`src/rtl/ysyx_store_queue.sv`:
```
// ysyx_store_queue: post-commit store buffer. Retired stores are queued in order,
// aligned into byte lanes and drained one at a time onto the LSU store channel.
`ifndef YSYX_XLEN
`define YSYX_XLEN 32
`endif

module ysyx_store_queue #(
    parameter int XLEN    = `YSYX_XLEN,
    parameter int SQ_SIZE = 4
) (
    input  logic            clock,
    input  logic            reset,
    input  logic            commit_valid,
    input  logic [4:0]      commit_alu,
    input  logic [XLEN-1:0] commit_addr,
    input  logic [XLEN-1:0] commit_data,
    output logic            commit_ready,
    output logic            bus_awvalid,
    output logic [XLEN-1:0] bus_awaddr,
    output logic            bus_wvalid,
    output logic [XLEN-1:0] bus_wdata,
    output logic [7:0]      bus_wstrb,
    input  logic            bus_wready,
    input  logic [XLEN-1:0] ld_addr,
    output logic            ld_conflict,
    output logic            sq_empty
);
    localparam int IW = $clog2(SQ_SIZE);
    localparam int PW = IW + 1;

    typedef enum logic {IDLE, SEND} state_t;
    state_t state, state_next;

    logic [XLEN-1:0] mem_addr [SQ_SIZE];
    logic [XLEN-1:0] mem_data [SQ_SIZE];
    logic [1:0]      mem_size [SQ_SIZE];

    logic [PW-1:0]   head, tail, count;
    logic [IW-1:0]   head_idx, tail_idx, slot_offset;
    logic            full, empty, enq, pop, launch;
    logic [1:0]      head_off;
    logic [3:0]      head_base, head_strb, strb_q;
    logic [XLEN-1:0] head_wdata;
    logic            unused_bits;

    assign head_idx     = head[IW-1:0];
    assign tail_idx     = tail[IW-1:0];
    assign count        = tail - head;
    assign full         = (head_idx == tail_idx) && (head[IW] != tail[IW]);
    assign empty        = (head == tail);
    assign commit_ready = !full;
    assign enq          = commit_valid && !full;
    assign sq_empty     = empty && (state == IDLE);
    assign bus_wstrb    = {4'b0000, strb_q};
    assign unused_bits  = ^{commit_alu[4:2], ld_addr[1:0]};

    // Pointers carry an extra wrap bit so full and empty are distinguishable.
    always_ff @(posedge clock or posedge reset) begin
        if (reset) begin
            head <= '0;
            tail <= '0;
        end else begin
            if (enq) tail <= tail + 1'b1;
            if (pop) head <= head + 1'b1;
        end
    end

    always_ff @(posedge clock) begin
        if (enq) begin
            mem_addr[tail_idx] <= commit_addr;
            mem_data[tail_idx] <= commit_data;
            mem_size[tail_idx] <= commit_alu[1:0];
        end
    end

    always_comb begin
        head_off = mem_addr[head_idx][1:0];
        unique case (mem_size[head_idx])
            2'b00:   head_base = 4'b0001;
            2'b01:   head_base = 4'b0011;
            default: head_base = 4'b1111;
        endcase
        head_strb  = head_base << head_off;
        head_wdata = mem_data[head_idx] << {head_off, 3'b000};
    end

    // Word-granular overlap against every live slot plus the store entering now.
    always_comb begin
        ld_conflict = enq && (commit_addr[XLEN-1:2] == ld_addr[XLEN-1:2]);
        slot_offset = '0;
        for (int i = 0; i < SQ_SIZE; i++) begin
            slot_offset = IW'(i) - head_idx;
            if (({1'b0, slot_offset} < count) &&
                (mem_addr[i][XLEN-1:2] == ld_addr[XLEN-1:2]))
                ld_conflict = 1'b1;
        end
    end

    always_ff @(posedge clock or posedge reset) begin
        if (reset) state <= IDLE;
        else       state <= state_next;
    end

    always_comb begin
        state_next = state;
        unique case (state)
            IDLE: if (!empty)     state_next = SEND;
            SEND: if (bus_wready) state_next = IDLE;
        endcase
    end

    always_comb begin
        launch      = (state == IDLE) && !empty;
        pop         = (state == SEND) && bus_wready;
        bus_awvalid = (state == SEND);
        bus_wvalid  = (state == SEND);
    end

    // Bus payload is captured once on launch and held steady through SEND.
    always_ff @(posedge clock or posedge reset) begin
        if (reset) begin
            bus_awaddr <= '0;
            bus_wdata  <= '0;
            strb_q     <= '0;
        end else if (launch) begin
            bus_awaddr <= mem_addr[head_idx];
            bus_wdata  <= head_wdata;
            strb_q     <= head_strb;
        end
    end

endmodule
```
`config.mk`:
```
export PLATFORM = sky130hd
export DESIGN_NAME = ysyx_store_queue
export DESIGN_NICKNAME = d
export VERILOG_FILES = /design/src/rtl/ysyx_store_queue.sv
export SDC_FILE = /design/constraint.sdc
export NUM_CORES = 1
export LEC_CHECK = 0
export CAP_MARGIN = 20
export CORE_UTILIZATION = 62
export CTS_BUF_LIST = sky130_fd_sc_hd__clkbuf_2 sky130_fd_sc_hd__clkbuf_4 sky130_fd_sc_hd__clkbuf_8
export DETAILED_ROUTE_END_ITERATION = 16
export PLACE_DENSITY_LB_ADDON = 0.05
export RECOVER_POWER = 50
export SLEW_MARGIN = 20
export SYNTH_ARGS = -nofsm -noshare
export SYNTH_HDL_FRONTEND = slang
export SYNTH_SLANG_ARGS = --single-unit
```
`constraint.sdc`:
```
create_clock -name clock -period 8.1 [get_ports clock]
set_input_delay 2.43 -clock clock [delete_from_list [all_inputs] [get_ports clock]]
set_output_delay 2.43 -clock clock [all_outputs]
set_load 0.005 [all_outputs]
```
==> results of run 1 <==
-- final timing paths --
kind | to | slack [ns] | cells after the start
setup / recovery | ld_conflict | 0.62 | 8
hold / removal | bus_wdata[31] | 0.47 | 2
setup reg to reg | bus_wdata[7] | 3.12 | 7
hold reg to reg | bus_wdata[31] | 0.47 | 2
max in group asynchronous | head[0] | 4.97 | 3
min in group asynchronous | bus_wdata[22] | 2.54 | 3
-- sequential cells by signal, summed over array words and instances (netlist names) --
| name | cells |
|---|---|
| bus_awvalid | 1 |
| bus_wdata | 32 |
| mem_data | 128 |
| mem_size | 8 |
| mem_addr | 128 |
| head | 3 |
| tail | 3 |
| strb_q | 4 |
| bus_awaddr | 32 |
-- logic make-up after synthesis --
logic type	synth area share
compound gates	0.02301
xor+xnor	0.09202
fa+ha+maj	0.01230
buf+inv	0.02663
flops	0.6603
mux	0.1170
other cells	0.0002526
simple gates	0.06851
-- placed cells by master, fill, tap and decap left out, types with 3 or more instances in the layout --
| master | instances |
|---|---|
| sky130_fd_sc_hd__edfxtp_1 | 264 |
| sky130_fd_sc_hd__clkdlybuf4s50_1 | 104 |
| sky130_fd_sc_hd__o21ai_1 | 18 |
| sky130_fd_sc_hd__o21ai_0 | 5 |
| sky130_fd_sc_hd__nor2_1 | 13 |
| sky130_fd_sc_hd__nand4_1 | 16 |
| sky130_fd_sc_hd__ha_1 | 13 |
| sky130_fd_sc_hd__dlygate4sd3_1 | 68 |
| sky130_fd_sc_hd__and3_1 | 3 |
| sky130_fd_sc_hd__o211ai_1 | 7 |
| sky130_fd_sc_hd__inv_1 | 7 |
| sky130_fd_sc_hd__nand3_1 | 3 |
| sky130_fd_sc_hd__dfrtp_1 | 73 |
| sky130_fd_sc_hd__mux2_2 | 8 |
| sky130_fd_sc_hd__nor3_1 | 4 |
| sky130_fd_sc_hd__nor2b_1 | 3 |
| sky130_fd_sc_hd__diode_2 | 3 |
| sky130_fd_sc_hd__mux4_2 | 66 |
| sky130_fd_sc_hd__mux2i_1 | 16 |
| sky130_fd_sc_hd__nand2_1 | 143 |
| sky130_fd_sc_hd__buf_4 | 8 |
| sky130_fd_sc_hd__xnor2_1 | 39 |
| sky130_fd_sc_hd__clkbuf_4 | 23 |
| sky130_fd_sc_hd__xor2_1 | 117 |
| sky130_fd_sc_hd__conb_1 | 4 |
| sky130_fd_sc_hd__bufinv_16 | 3 |
| sky130_fd_sc_hd__nor4_1 | 28 |
| sky130_fd_sc_hd__clkinv_1 | 9 |
| sky130_fd_sc_hd__a21oi_1 | 11 |
| sky130_fd_sc_hd__a22o_1 | 8 |
| sky130_fd_sc_hd__clkbuf_8 | 56 |
| sky130_fd_sc_hd__clkinv_2 | 7 |
-- worst reg2reg max path, delay by kind of cell (launching register included) --
| family | cells | cell delay [ns] |
|---|---|---|
| AO/OA/AOI/OAI | 1 | 0.29 |
| adder cells (fa/ha/maj) | 1 | 0.32 |
| AND/OR/NAND/NOR | 2 | 1.90 |
| flip-flops | 1 | 0.88 |
| buffers and inverters | 3 | 1.51 |
-- power by group through the flow --
stage | clock, mW | combinational (mW) | sequential (mW)
floorplan | 0 | 1.59 | 2.64
global placement | 0 | 2.38 | 2.70
detailed placement | 0 | 2.42 | 2.72
CTS | 1.52 | 2.43 | 2.70
global route | 1.60 | 2.62 | 2.74
finish | 1.51 | 2.41 | 2.69
-- layer usage --
| layer | track usage | up-vias |
|---|---|---|
| met3 | 0.06148 | 52 |
| met5 | 0 | - |
| met4 | 0.08497 | 4 |
| met1 | 0.4409 | 4424 |
| met2 | 0.4347 | 440 |
| li1 | - | 3868 |
-- final cells by class --
type	instances	share of cell area
repair buffers	181	0.1005
inverters	8	0.001754
well taps	319	0.02238
clock inverters	22	0.01024
multi-input cells	543	0.2618
clock buffers	79	0.05289
diodes	3	0.0004209
flip-flops and latches	339	0.5500
-- stage by stage --
step / area [sq um] / std cells / setup WS (ns) / utilization
CTS: 17830 / 1491 / 0.6962 / 0.7595
floorplan: 14860 / 961 / 2.127 / -
detailed placement: 16700 / 1390 / 0.7038 / 0.7115
global placement: 16700 / 1390 / 0.7221 / 0.7115
finish: 17840 / 1494 / 0.6203 / 0.7599
global route: 17840 / 1494 / 0.5336 / 0.7599
==> metrics list, run 1 <==
- The flow ran to the end, but the final reports show violations.
- The checks that failed: max-capacitance violations, max-slew violations.
* Via count of the first global-routing pass: 8688
* Peak supply drop: around 0.25 mV
- In this run the power spent charging and discharging nets is between 2 and 2.5 mW.
- Bufs and invs on worst path: 2
* Pwr Density: approximately 370 nW/um^2
- Total Wirelength: 34.35 mm
- Required time of the critical path: about 5.7 ns
- Post-cts repair resize count: 0
* Area share of the largest cell type after synthesis: 0.5339
* Area taken by multi-input logic gates: about 4700 sq um
* Worst path cell trace: dlygate4sd3_1, xnor2_1, nand4_1, nor4_1, nand4_1, o22ai_1, or4_1, clkdlybuf4s50_1
- Half-perimeter wire length of the detailed placement result: 23.10 mm
- Root buffer cell: sky130_fd_sc_hd__clkbuf_8
* Actual transition at the worst max-transition pin: roughly 2.2 ns
* Sequential share of power: 0.407
- Final number of setup-violating endpoints: 0
- For this run, the total global-route usage over all layers was measured as 0.2926.
* Critical Path Source: commit_addr[12]
- The worst setup path is captured at an output port.
- After detailed routing, the met2 layer carries 15.87 mm of wire.
- GPL Wtd Cong: between 0.8 and 0.9
- At the end of the flow, the number of nets in the layout was between 1000 and 1500.
- In this run the critical register-to-register path is launched from head[0].
- Cell with the largest stage delay on the worst path: sky130_fd_sc_hd__dlygate4sd3_1
- Number of enable flip-flop cells after synthesis: about 260
- Filler cell count in the final layout: about 1500
- Yosys mapped the design onto just over 40 distinct sky130hd cell types.
- Initial antenna violation count: 6
- Total iterations of the first detailed-routing run: 5
- In this run the number of H-tree levels came out at 2.
* Crit Path Class: input pin to output port
- Data arrives at the worst endpoint at 5.05 ns.
- Final max-slew violation count: 37
* Fin crit period: between 7 and 8 ns
- Min-Delay Path Class: flip-flop to flip-flop
* Total number of yosys warnings: 0
- From bottom edge to top edge, the die measures ~160 microns.
- Portion of the clock cycle consumed by the worst path in the final layout: 0.9234
- Biggest area consumer among synthesized cells: sky130_fd_sc_hd__edfxtp_1
- Combinational share of power: 0.364
- Launch point of the worst hold path: bus_wdata[31]
- Combined flip-flop and latch cell area: between 9000 and 10000 sq um
- Buffers placed on the I/O ports in this run total ~170.
- The share of the Yosys chip area taken by registers is 0.6603.
- The share of total power dissipated in the clock network is 0.228.
* Cell types with the highest counts after synthesis: 264 x sky130_fd_sc_hd__edfxtp_1, 143 x sky130_fd_sc_hd__nand2_1, 117 x sky130_fd_sc_hd__xor2_1, 75 x sky130_fd_sc_hd__dfrtp_1, 66 x sky130_fd_sc_hd__mux4_2
- A synthesized cell averages approximately 15 sq um.
- Largest driver fanout on the critical path: 5
* Setup Fix Bufs, Post-CTS: 0
* Clk Latency, worst-skew pair: between 0.5 and 0.6 ns
* Total congestion overflow after global routing: 0
* Num ports: 182
- Post-route DRC violation count: 0
- STA classifies the critical path startpoint as an input pin.
- TritonCTS built the clock tree.
- Count leader, synth: sky130_fd_sc_hd__edfxtp_1
- The first global-routing pass estimated between 50 and 60 mm of wire.
* Top Family by Delay on Critical Path: buffers and inverters
* Clock transition at the registers of the reported paths: ~0.06 ns
* Dominant synthesized flop cell: sky130_fd_sc_hd__edfxtp_1
- Fraction of final layout cells with drive strength greater than 1: 0.1561
- The floorplan has 56 rows.
- CTS Sinks: ~340
* Final total negative setup slack: 0 ns
- Max-cap violations in this run came to 1.
* Fraction of registers with async set/reset: 0.2212
* Antenna Violating Nets Remaining: 0
- Buffer levels on the longest clock path: 3
* Number of instances in the synthesized netlist: 958
- The detailed router placed around 9000 vias in this run.
- The die covers 24570 sq um.
- Layout overhead on the synthesized area: 20.12%
* Count of hold buffers inserted by post-cts repair: 0
- Worst clock skew: approximately 0.024 ns
- Final hold analysis gives a worst-case slack of ~0.47 ns.
- For this configuration, the core starts out at a cell density of 0.6326.
- Internal power comes to around 4.4 mW.
- Total clock buffers created by CTS: between 50 and 60
* Total routed wire length on the met1 layer: approximately 15 mm
- Entering global routing, the biggest net connects between 70 and 80 pins.
- Library cell appearing most often on the critical path: sky130_fd_sc_hd__nand4_1
- Dividing the detail-routed wire length by the instance count gives about 23 microns.
- Power comes to roughly 6.6 mW.
- Post-synthesis register bit count: about 340
* Remaining max-slew budget at the tightest pin: -0.4717
* Vias per std cell: between 5 and 6
* Upper clock frequency limit: 133.7 MHz
- CORE AREA: ~23000 sq um
* Top cells by area, synth: sky130_fd_sc_hd__edfxtp_1 53%, sky130_fd_sc_hd__dfrtp_1 13%, sky130_fd_sc_hd__mux4_2 10%
* Final-report hold violation count: 0
* CP max stage delay: about 0.64 ns
* Width of the chip: 156.8 microns
- Setup repair after global routing left no endpoint under its margin.
- Uppermost layer routed: met5
- Netlist area before placement: 14850 sq um
- The detailed router finished its first iteration with around 890 violations.
* Proportion of total power due to net switching: 0.3403
* Routed wl met3: 3.091 mm
* Cell leakage power: between 6 and 7 nW
No activity file was read; power rests on OpenSTA's default activity.
==> inputs of run 2 (changes only) <==
--- a/config.mk
+++ b/config.mk
@@ -6,9 +6,10 @@
 export NUM_CORES = 1
 export LEC_CHECK = 0
 export CAP_MARGIN = 20
-export CORE_UTILIZATION = 62
-export CTS_BUF_LIST = sky130_fd_sc_hd__clkbuf_2 sky130_fd_sc_hd__clkbuf_4 sky130_fd_sc_hd__clkbuf_8
+export CORE_UTILIZATION = 58
+export CTS_BUF_LIST = sky130_fd_sc_hd__clkbuf_4 sky130_fd_sc_hd__clkbuf_8
 export DETAILED_ROUTE_END_ITERATION = 16
+export MAX_ROUTING_LAYER = met4
 export PLACE_DENSITY_LB_ADDON = 0.05
 export RECOVER_POWER = 50
 export SLEW_MARGIN = 20
==> constraint.sdc (replaced) <==
create_clock -name clock -period 7.6 [get_ports clock]
set_input_delay 2.28 -clock clock [delete_from_list [all_inputs] [get_ports clock]]
set_output_delay 2.28 -clock clock [all_outputs]
set_load 0.005 [all_outputs]
==> run 2 against run 1 <==
- the run still ends with max-capacitance violations, max-slew violations left
- sequential power rose by 4%
- final cell count rose by 1.0%
- global-route usage fell by 0.76 points
==> metrics list, run 2 (synthesis gave the netlist of run 1 again) <==
- Uppermost layer routed: met4 (was met5)
- The total chip power came to 6.982 mW (was 6.602 mW).
* Worst path cell trace: clkdlybuf4s50_1, xor2_1, nor4_1, nand4_1, nor2_1, or4_1, clkdlybuf4s50_1 (was dlygate4sd3_1, xnor2_1, nand4_1, nor4_1, nand4_1, o22ai_1, or4_1, clkdlybuf4s50_1)
- Non-filler instance count after layout: 1509 (was 1494)
- Library cell appearing most often on the critical path: sky130_fd_sc_hd__clkdlybuf4s50_1 (was sky130_fd_sc_hd__nand4_1)
- The placer congestion estimate was 0.9271 (was 0.8812).
* Arrival time of the worst setup path: 4.77 ns (was 5.05 ns)
- Cell leakage power: 6.545 nW (was 6.558 nW)
- Failing checks: max-capacitance violations, max-slew violations (unchanged).
- Fin crit period: 7.054 ns
* Final cell utilization of the core: 0.7076 (was 0.7599)
- Detailed-route via count: 8755 (was 8788)
- Actual transition at the worst max-transition pin: 3.091 ns (was 2.208 ns)
- Post-route DRC violation count: 0 (unchanged)
* Clk Latency, worst-skew pair: 0.60 ns (was 0.59 ns)
- The startpoint type of the worst setup path was an input pin (unchanged).
* Setup repair after global routing missed its margin: false (unchanged)
- The clock slew at the register clock pins of the worst setup and hold paths came to 0.06 ns (about the same).
- Regs by FF count: mem_addr (128), mem_data (128) (unchanged).
- The endpoint kind of the worst setup timing path was an output port (unchanged).
- Filler cell count in the final layout: 1726 (was 1483)
- The start-to-end type of the worst setup path is input pin to output port (unchanged).
- The total die area is 26240 sq um (was 24570 sq um).
- Num ports: 182 (unchanged)
- The final sum of negative setup slack is 0 ns (unchanged).
- Placed instance count: 1404 (was 1390)
- CTS tree: yes (unchanged)
* Total routed wire length on the met1 layer: 15.76 mm (was 14.78 mm)
* Antenna Violating Nets Remaining: 0 (unchanged)
- Total iterations of the first detailed-routing run: 5 (unchanged)
- Static timing analysis puts the maximum clock frequency at approximately 140 MHz.
- The number of sinks driven by the clock tree was 339 (unchanged).
- Vias per std cell: 5.802 (was 5.882)
* Root buffer cell: sky130_fd_sc_hd__clkbuf_8 (unchanged)
- The most frequent standard cell in the layout excluding fill and tap cells was sky130_fd_sc_hd__edfxtp_1 (unchanged).
* Final number of setup-violating endpoints: 0 (unchanged)
* CP max stage delay: 0.61 ns (was 0.64 ns)
- The buffers plus inverters on the worst setup path was 2 (unchanged).
- Global-route wire length before repair: 52.40 mm (was 51.80 mm)
- Total Wirelength: 35.08 mm (was 34.35 mm)
* Largest driver fanout on the critical path: 5 (unchanged)
- The worst slew margin relative to its limit is -1.061 (was -0.4717).
- The overall die width came to 162 microns (was 156.8 microns).
- The number of cell rows came to 58 (was 56).
* Post-cts repair resize count: 0 (unchanged)
- Via count of the first global-routing pass: 8757 (was 8688)
* Required time of the critical path: 5.32 ns (was 5.67 ns)
- Outcome: complete, but fails checks (unchanged)
- The total of hold buffers inserted after clock tree synthesis is 0 (unchanged).
- Peak supply drop: 0.2900 mV (was 0.2550 mV)
* Fraction of final layout cells with drive strength greater than 1: 0.1567 (was 0.1561)
* Half-perimeter wire length of the detailed placement result: 23.50 mm (was 23.10 mm)
- The first-iteration detailed-routing DRC count came to 820 (was 892).
- Initial core utilization: 0.5896 (was 0.6326)
- The worst reg-to-reg setup slack came to 2.84 ns (was 3.12 ns).
* Setup Fix Bufs, Post-CTS: 0 (unchanged)
* Commonest cells after routing, fill and taps aside: 264 x sky130_fd_sc_hd__edfxtp_1, 143 x sky130_fd_sc_hd__nand2_1, 117 x sky130_fd_sc_hd__xor2_1 (unchanged)
- Min-Delay Path Class: flip-flop to flip-flop (unchanged)
* Portion of the clock cycle consumed by the worst path in the final layout: 0.9282
- Height of the chip: 162 microns (was 156.8 microns)
* Layout overhead on the synthesized area: 20.00% (was 20.12%)
* Port Buf Inserts: 172 (unchanged)
- The core box area is 25180 sq um (was 23470 sq um).
- Top Family by Delay on Critical Path: simple AND/OR/NAND/NOR gates (was buffers and inverters)
- The number of antenna violations at the first check in global routing is 5 (was 6).
- The slowest cell on the critical path was sky130_fd_sc_hd__clkdlybuf4s50_1 (was sky130_fd_sc_hd__dlygate4sd3_1).
- The number of pins exceeding their max-slew limit in the final report is 85 (was 37).
* Post-layout net count: 1248 (was 1246)
- Total clock buffers created by CTS: 53 (was 54)
- The maximum number of pins on one net before global-route repair was 50 (was 76).
- The power density over the cells came to 391.9 nW/um^2 (was 370.2 nW/um^2).
- Detailed-routed wire length on met2: 15.70 mm (was 15.87 mm)
* Buffer levels on the longest clock path: 3 (unchanged)
* Post-detailed-route wirelength per cell: 23.25 microns (was 22.99 microns)
* Final-report hold violation count: 0 (unchanged)
* Total congestion overflow after global routing: 0 (unchanged)
- Number of maximum-capacitance constraint violations: 2 (was 1)
- The maximum level of the CTS H-tree is 2 (unchanged).
- The worst-case clock skew is 0.01667 ns (was 0.02423 ns).
* GRT Total Usage: 0.2851 (was 0.2926)
* Routed wl met3: 2.880 mm (was 3.091 mm)
## run 2: changes by cell type in the layout (fill, tap and decap cells not counted), moves of 2 or more
| cell | before | now |
|---|---|---|
| sky130_fd_sc_hd__clkbuf_8 | 56 | 58 |
| sky130_fd_sc_hd__clkbuf_4 | 23 | 30 |
| sky130_fd_sc_hd__o21ai_0 | 5 | 8 |
| sky130_fd_sc_hd__buf_4 | 8 | 10 |
| sky130_fd_sc_hd__clkbuf_1 | 0 | 2 |
| sky130_fd_sc_hd__o21ai_1 | 18 | 15 |
| sky130_fd_sc_hd__bufinv_16 | 3 | 0 |
| sky130_fd_sc_hd__diode_2 | 3 | 5 |
| sky130_fd_sc_hd__clkinv_2 | 7 | 0 |
## run 2: tightest hold or removal path, delay by kind of cell (launching register included)
family           cells  cell delay (ns)
flip-flops           1             0.34
AND/OR/NAND/NOR      2             0.11
## run 2: worst paths after layout
kind	endpoint	startpoint	cells after the start
setup / recovery	ld_conflict	ld_addr[4]	7
hold / removal	bus_awaddr[18]	bus_awaddr[18]	2
setup reg to reg	bus_wdata[26]	head[0]	7
hold reg to reg	bus_awaddr[18]	bus_awaddr[18]	2
max in group asynchronous	head[0]	reset	3
min in group asynchronous	bus_awaddr[29]	reset	2
## run 2: metrics by stage
stage / hold WS, ns / instance area, sq um / setup slack, ns
final: 0.4698 / 17820 / 0.5459
after global routing: 0.4949 / 17820 / 0.4707
after CTS: 0.4754 / 17820 / 0.6469
after detailed placement: 0.4610 / 16740 / 0.6584
after global placement: 0.4588 / 16740 / 0.6496
after floorplan: 0.4617 / 14860 / 1.927
## run 2: area by class of cell
| class | count | area (sq um) | area share |
|---|---|---|---|
| clock buffer | 88 | 1023 | 0.05744 |
| sequential | 339 | 9809 | 0.5505 |
| multi-input combinational | 543 | 4666 | 0.2618 |
| antenna | 5 | 12.51 | 0.0007022 |
| clock inverter | 12 | 58.81 | 0.003300 |
| tap | 330 | 412.9 | 0.02317 |
| inverter | 8 | 31.28 | 0.001755 |
| timing repair buffer | 184 | 1804 | 0.1013 |
## run 2: routing by layer
layer	global-route usage	vias up
met3	0.05592	66
li1	-	3886
met1	0.4235	4437
met5	-	-
met4	0.08276	0
met2	0.4034	366
## run 2: power by group
group	total, mW	switching (mW)	internal (mW)
clock	1.55	0.701	0.848
combinational	2.63	1.46	1.18
sequential	2.80	0.226	2.57
==> inputs of run 3 (changes only) <==
--- a/config.mk
+++ b/config.mk
@@ -6,7 +6,7 @@
 export NUM_CORES = 1
 export LEC_CHECK = 0
 export CAP_MARGIN = 20
-export CORE_UTILIZATION = 58
+export CORE_UTILIZATION = 30
 export CTS_BUF_LIST = sky130_fd_sc_hd__clkbuf_4 sky130_fd_sc_hd__clkbuf_8
 export DETAILED_ROUTE_END_ITERATION = 16
 export MAX_ROUTING_LAYER = met4
==> run 3 against run 2 <==
- the run still ends with max-capacitance violations, max-slew violations left
- total power rose by 5.0%
- register-to-register slack lost 1.8 ns
- first-iteration DRC count decreased by 27%
- count of clock-buffer cells in the layout is 5 higher
- sequential share of layout area decreased by 1.8 points
- combinational power grew 4%
- non-clock buffer count up 2
- routed wire length up 25%
- clock skew grew 0.014 ns
- critical path type unchanged
- critical endpoint unchanged
==> metrics list, run 3 (synthesis gave the netlist of run 1 again) <==
- Vias per std cell: 4.629 (was 5.802)
* Most common cell after layout, fill and taps aside: sky130_fd_sc_hd__edfxtp_1 (unchanged)
- The synthesis-to-finish area growth came to 24.17% (was 20.00%).
- Kind of end point of the critical path: output port (unchanged)
* Clk Latency, worst-skew pair: 0.68 ns (was 0.60 ns)
- The worst-case clock skew came to 0.03088 ns (was 0.01667 ns).
- The worst min-delay path category is flip-flop to flip-flop (unchanged).
* Actual transition at the worst max-transition pin: 5.194 ns (was 3.091 ns)
- The part of the power in registers came to 0.388 (was 0.401).
- Total iterations of the first detailed-routing run: 5 (unchanged)
* Width of the chip: 224.5 microns (was 162 microns)
- Arrival time of the worst setup path: 4.85 ns (was 4.77 ns)
- Combinational share of power: 0.374 (was 0.377)
- Fraction of final layout cells with drive strength greater than 1: 0.1661 (was 0.1567)
* Global-route wire length before repair: 64.31 mm (was 52.40 mm)
* Commonest cells after routing, fill and taps aside: 264 x sky130_fd_sc_hd__edfxtp_1, 143 x sky130_fd_sc_hd__nand2_1, 117 x sky130_fd_sc_hd__xor2_1 (unchanged)
* Count of hold buffers inserted by post-cts repair: 0 (unchanged)
- CTS tree: yes (unchanged)
- Non-filler instance count after layout: 1863 (was 1509)
* Antenna Violating Nets Remaining: 0 (unchanged)
- The number of antenna violations at the first check in global routing is 10 (was 5).
* Post-cts repair resize count: 0 (unchanged)
- Initial core utilization: 0.3040 (was 0.5896)
* Design internal power: 4.743 mW (was 4.597 mW)
* Outcome: complete, but fails checks (unchanged)
- Buffer levels on the longest clock path: 3 (unchanged)
* Clock transition at the registers of the reported paths: 0.05 ns (was 0.06 ns)
- The number of nets in the final layout is 1258 (was 1248).
* Area of the die: 50390 sq um (was 26240 sq um)
- Final number of setup-violating endpoints: 0 (unchanged)
- The core box area is 48850 sq um (was 25180 sq um).
* Detailed-route via count: 8623 (was 8755)
* Number of maximum-capacitance constraint violations: 4 (was 2)
- Portion of the clock cycle consumed by the worst path in the final layout: 0.9378 (was 0.9282)
* Maximum number of pins on one net before global-route repair: 79 (was 50)
- The number of pins exceeding their max-slew limit in the final report was 200 (was 85).
* Required time of the critical path: 5.32 ns (about the same)
- The start-to-end type of the worst setup path was input pin to output port (unchanged).
* Switch Pwr: 2.585 mW (was 2.385 mW)
* Half-perimeter wire length of the detailed placement result: 29.30 mm (was 23.50 mm)
- The count of buffers added by post-CTS timing repair for setup was 0 (unchanged).
* Total congestion overflow after global routing: 0 (unchanged)
- Iter 0 DRT Violations: 600 (was 820)
- The placer congestion estimate came to 0.7703 (was 0.9271).
- Launching element type of the critical path: input pin (unchanged)
* Height of the chip: 224.5 microns (was 162 microns)
- Share of power burned in the clock network: 0.238 (was 0.222)
- The final sum of negative setup slack is 0 ns (unchanged).
- Failing checks: max-capacitance violations, max-slew violations (unchanged).
- The number of fill cells came to 4705 (was 1726).
* Setup repair after global routing missed its margin: false (unchanged)
- The worst slew margin relative to its limit came to -2.463 (was -1.061).
- Num ports: 182 (unchanged)
- The total CTS buffers is 61 (was 53).
* Pwr Density: 397.5 nW/um^2 (was 391.9 nW/um^2)
- Via count of the first global-routing pass: 9022 (was 8757)
- Total Wirelength: 43.97 mm (was 35.08 mm)
* GRT Total Usage: 0.1839 (was 0.2851)
- The wire length per cell is 23.60 microns (was 23.25 microns).
- The number of cell rows was 81 (was 58).
* Post-route DRC violation count: 0 (unchanged)
- Largest driver fanout on the critical path: 5 (unchanged)
* Upper clock frequency limit: 140.3 MHz (was 141.8 MHz)
- Final-report hold violation count: 0 (unchanged)
- Port Buf Inserts: 172 (unchanged)
* Regs by FF count: mem_addr (128), mem_data (128) (unchanged)
* Cell leakage power: 6.653 nW (was 6.545 nW)
- Placed instance count: 1740 (was 1404)
* Peak supply drop: 0.1812 mV (was 0.2900 mV)
- The fraction of power spent switching nets is 0.3527 (was 0.3416).
- Root buffer cell: sky130_fd_sc_hd__clkbuf_8 (unchanged)
* CTS Sinks: 339 (unchanged)
- The shortest clock period the worst path allows after layout came to 7.127 ns (was 7.054 ns).
* Number of H-tree levels: 2 (unchanged)
-- run 3: path summary, 6_finish.rpt --
| path | startpoint | endpoint | slack (ns) | depth (start not counted) |
|---|---|---|---|---|
| max | ld_addr[29] | ld_conflict | 0.47 | 8 |
| min | bus_awaddr[29] | bus_awaddr[29] | 0.47 | 2 |
| max reg2reg | head[0] | strb_q[1] | 1.00 | 6 |
| min reg2reg | bus_awaddr[29] | bus_awaddr[29] | 0.47 | 2 |
| max in group asynchronous | reset | head[0] | 3.81 | 3 |
| min in group asynchronous | reset | bus_awvalid | 2.37 | 2 |
-- run 3: layout make-up --
cell class	instances	area [sq um]	share of cell area
Tap cell	664	830.8	0.04506
Multi-Input combinational cell	543	4672	0.2534
Timing Repair Buffer	186	1824	0.09895
Sequential cell	339	9812	0.5322
Clock inverter	23	137.6	0.007465
Antenna cell	7	17.52	0.0009501
Inverter	8	31.28	0.001697
Clock buffer	93	1111	0.06027
-- run 3: critical path, stage by stage --
cell                              delay, ns
sky130_fd_sc_hd__clkdlybuf4s50_1       0.64
sky130_fd_sc_hd__xor2_1                0.49
sky130_fd_sc_hd__nor4_1                0.14
sky130_fd_sc_hd__buf_4                 0.18
sky130_fd_sc_hd__nand4_1               0.09
sky130_fd_sc_hd__o22ai_1               0.07
sky130_fd_sc_hd__or4_1                 0.47
sky130_fd_sc_hd__clkdlybuf4s50_1       0.48
-- run 3: metrics by stage --
step | power, mW | util | cell area [sq um] | setup WS (ns) | hold WS, ns
final | 7.328 | 0.3774 | 18440 | 0.4726 | 0.4749
after global routing | 7.818 | 0.3774 | 18430 | 0.1400 | 0.4968
after CTS | 7.465 | 0.3775 | 18440 | 0.5323 | 0.4785
after detailed placement | 5.681 | 0.3519 | 17190 | 0.5303 | 0.4574
after global placement | 5.676 | 0.3519 | 17190 | 0.5203 | 0.4626
after floorplan | 4.500 | - | 14860 | 1.927 | 0.4617
-- run 3: metal layers --
| layer | up-vias | share of wire | global-route usage |
|---|---|---|---|
| met5 | - | 0 | - |
| met4 | 0 | 0.018 | 0.04104 |
| met3 | 69 | 0.055 | 0.04598 |
| met2 | 204 | 0.43 | 0.2549 |
| met1 | 4449 | 0.50 | 0.2689 |
| li1 | 3901 | - | - |
-- run 3: power by group through the flow --
stage / clock network, mW / logic (mW) / registers, mW
2_1_floorplan: 0 / 1.69 / 2.81
4_1_cts: 1.80 / 2.82 / 2.84
5_1_grt: 1.88 / 3.03 / 2.90
6_report: 1.74 / 2.74 / 2.84
3_3_place_gp: 0 / 2.81 / 2.87
3_5_place_dp: 0 / 2.80 / 2.88
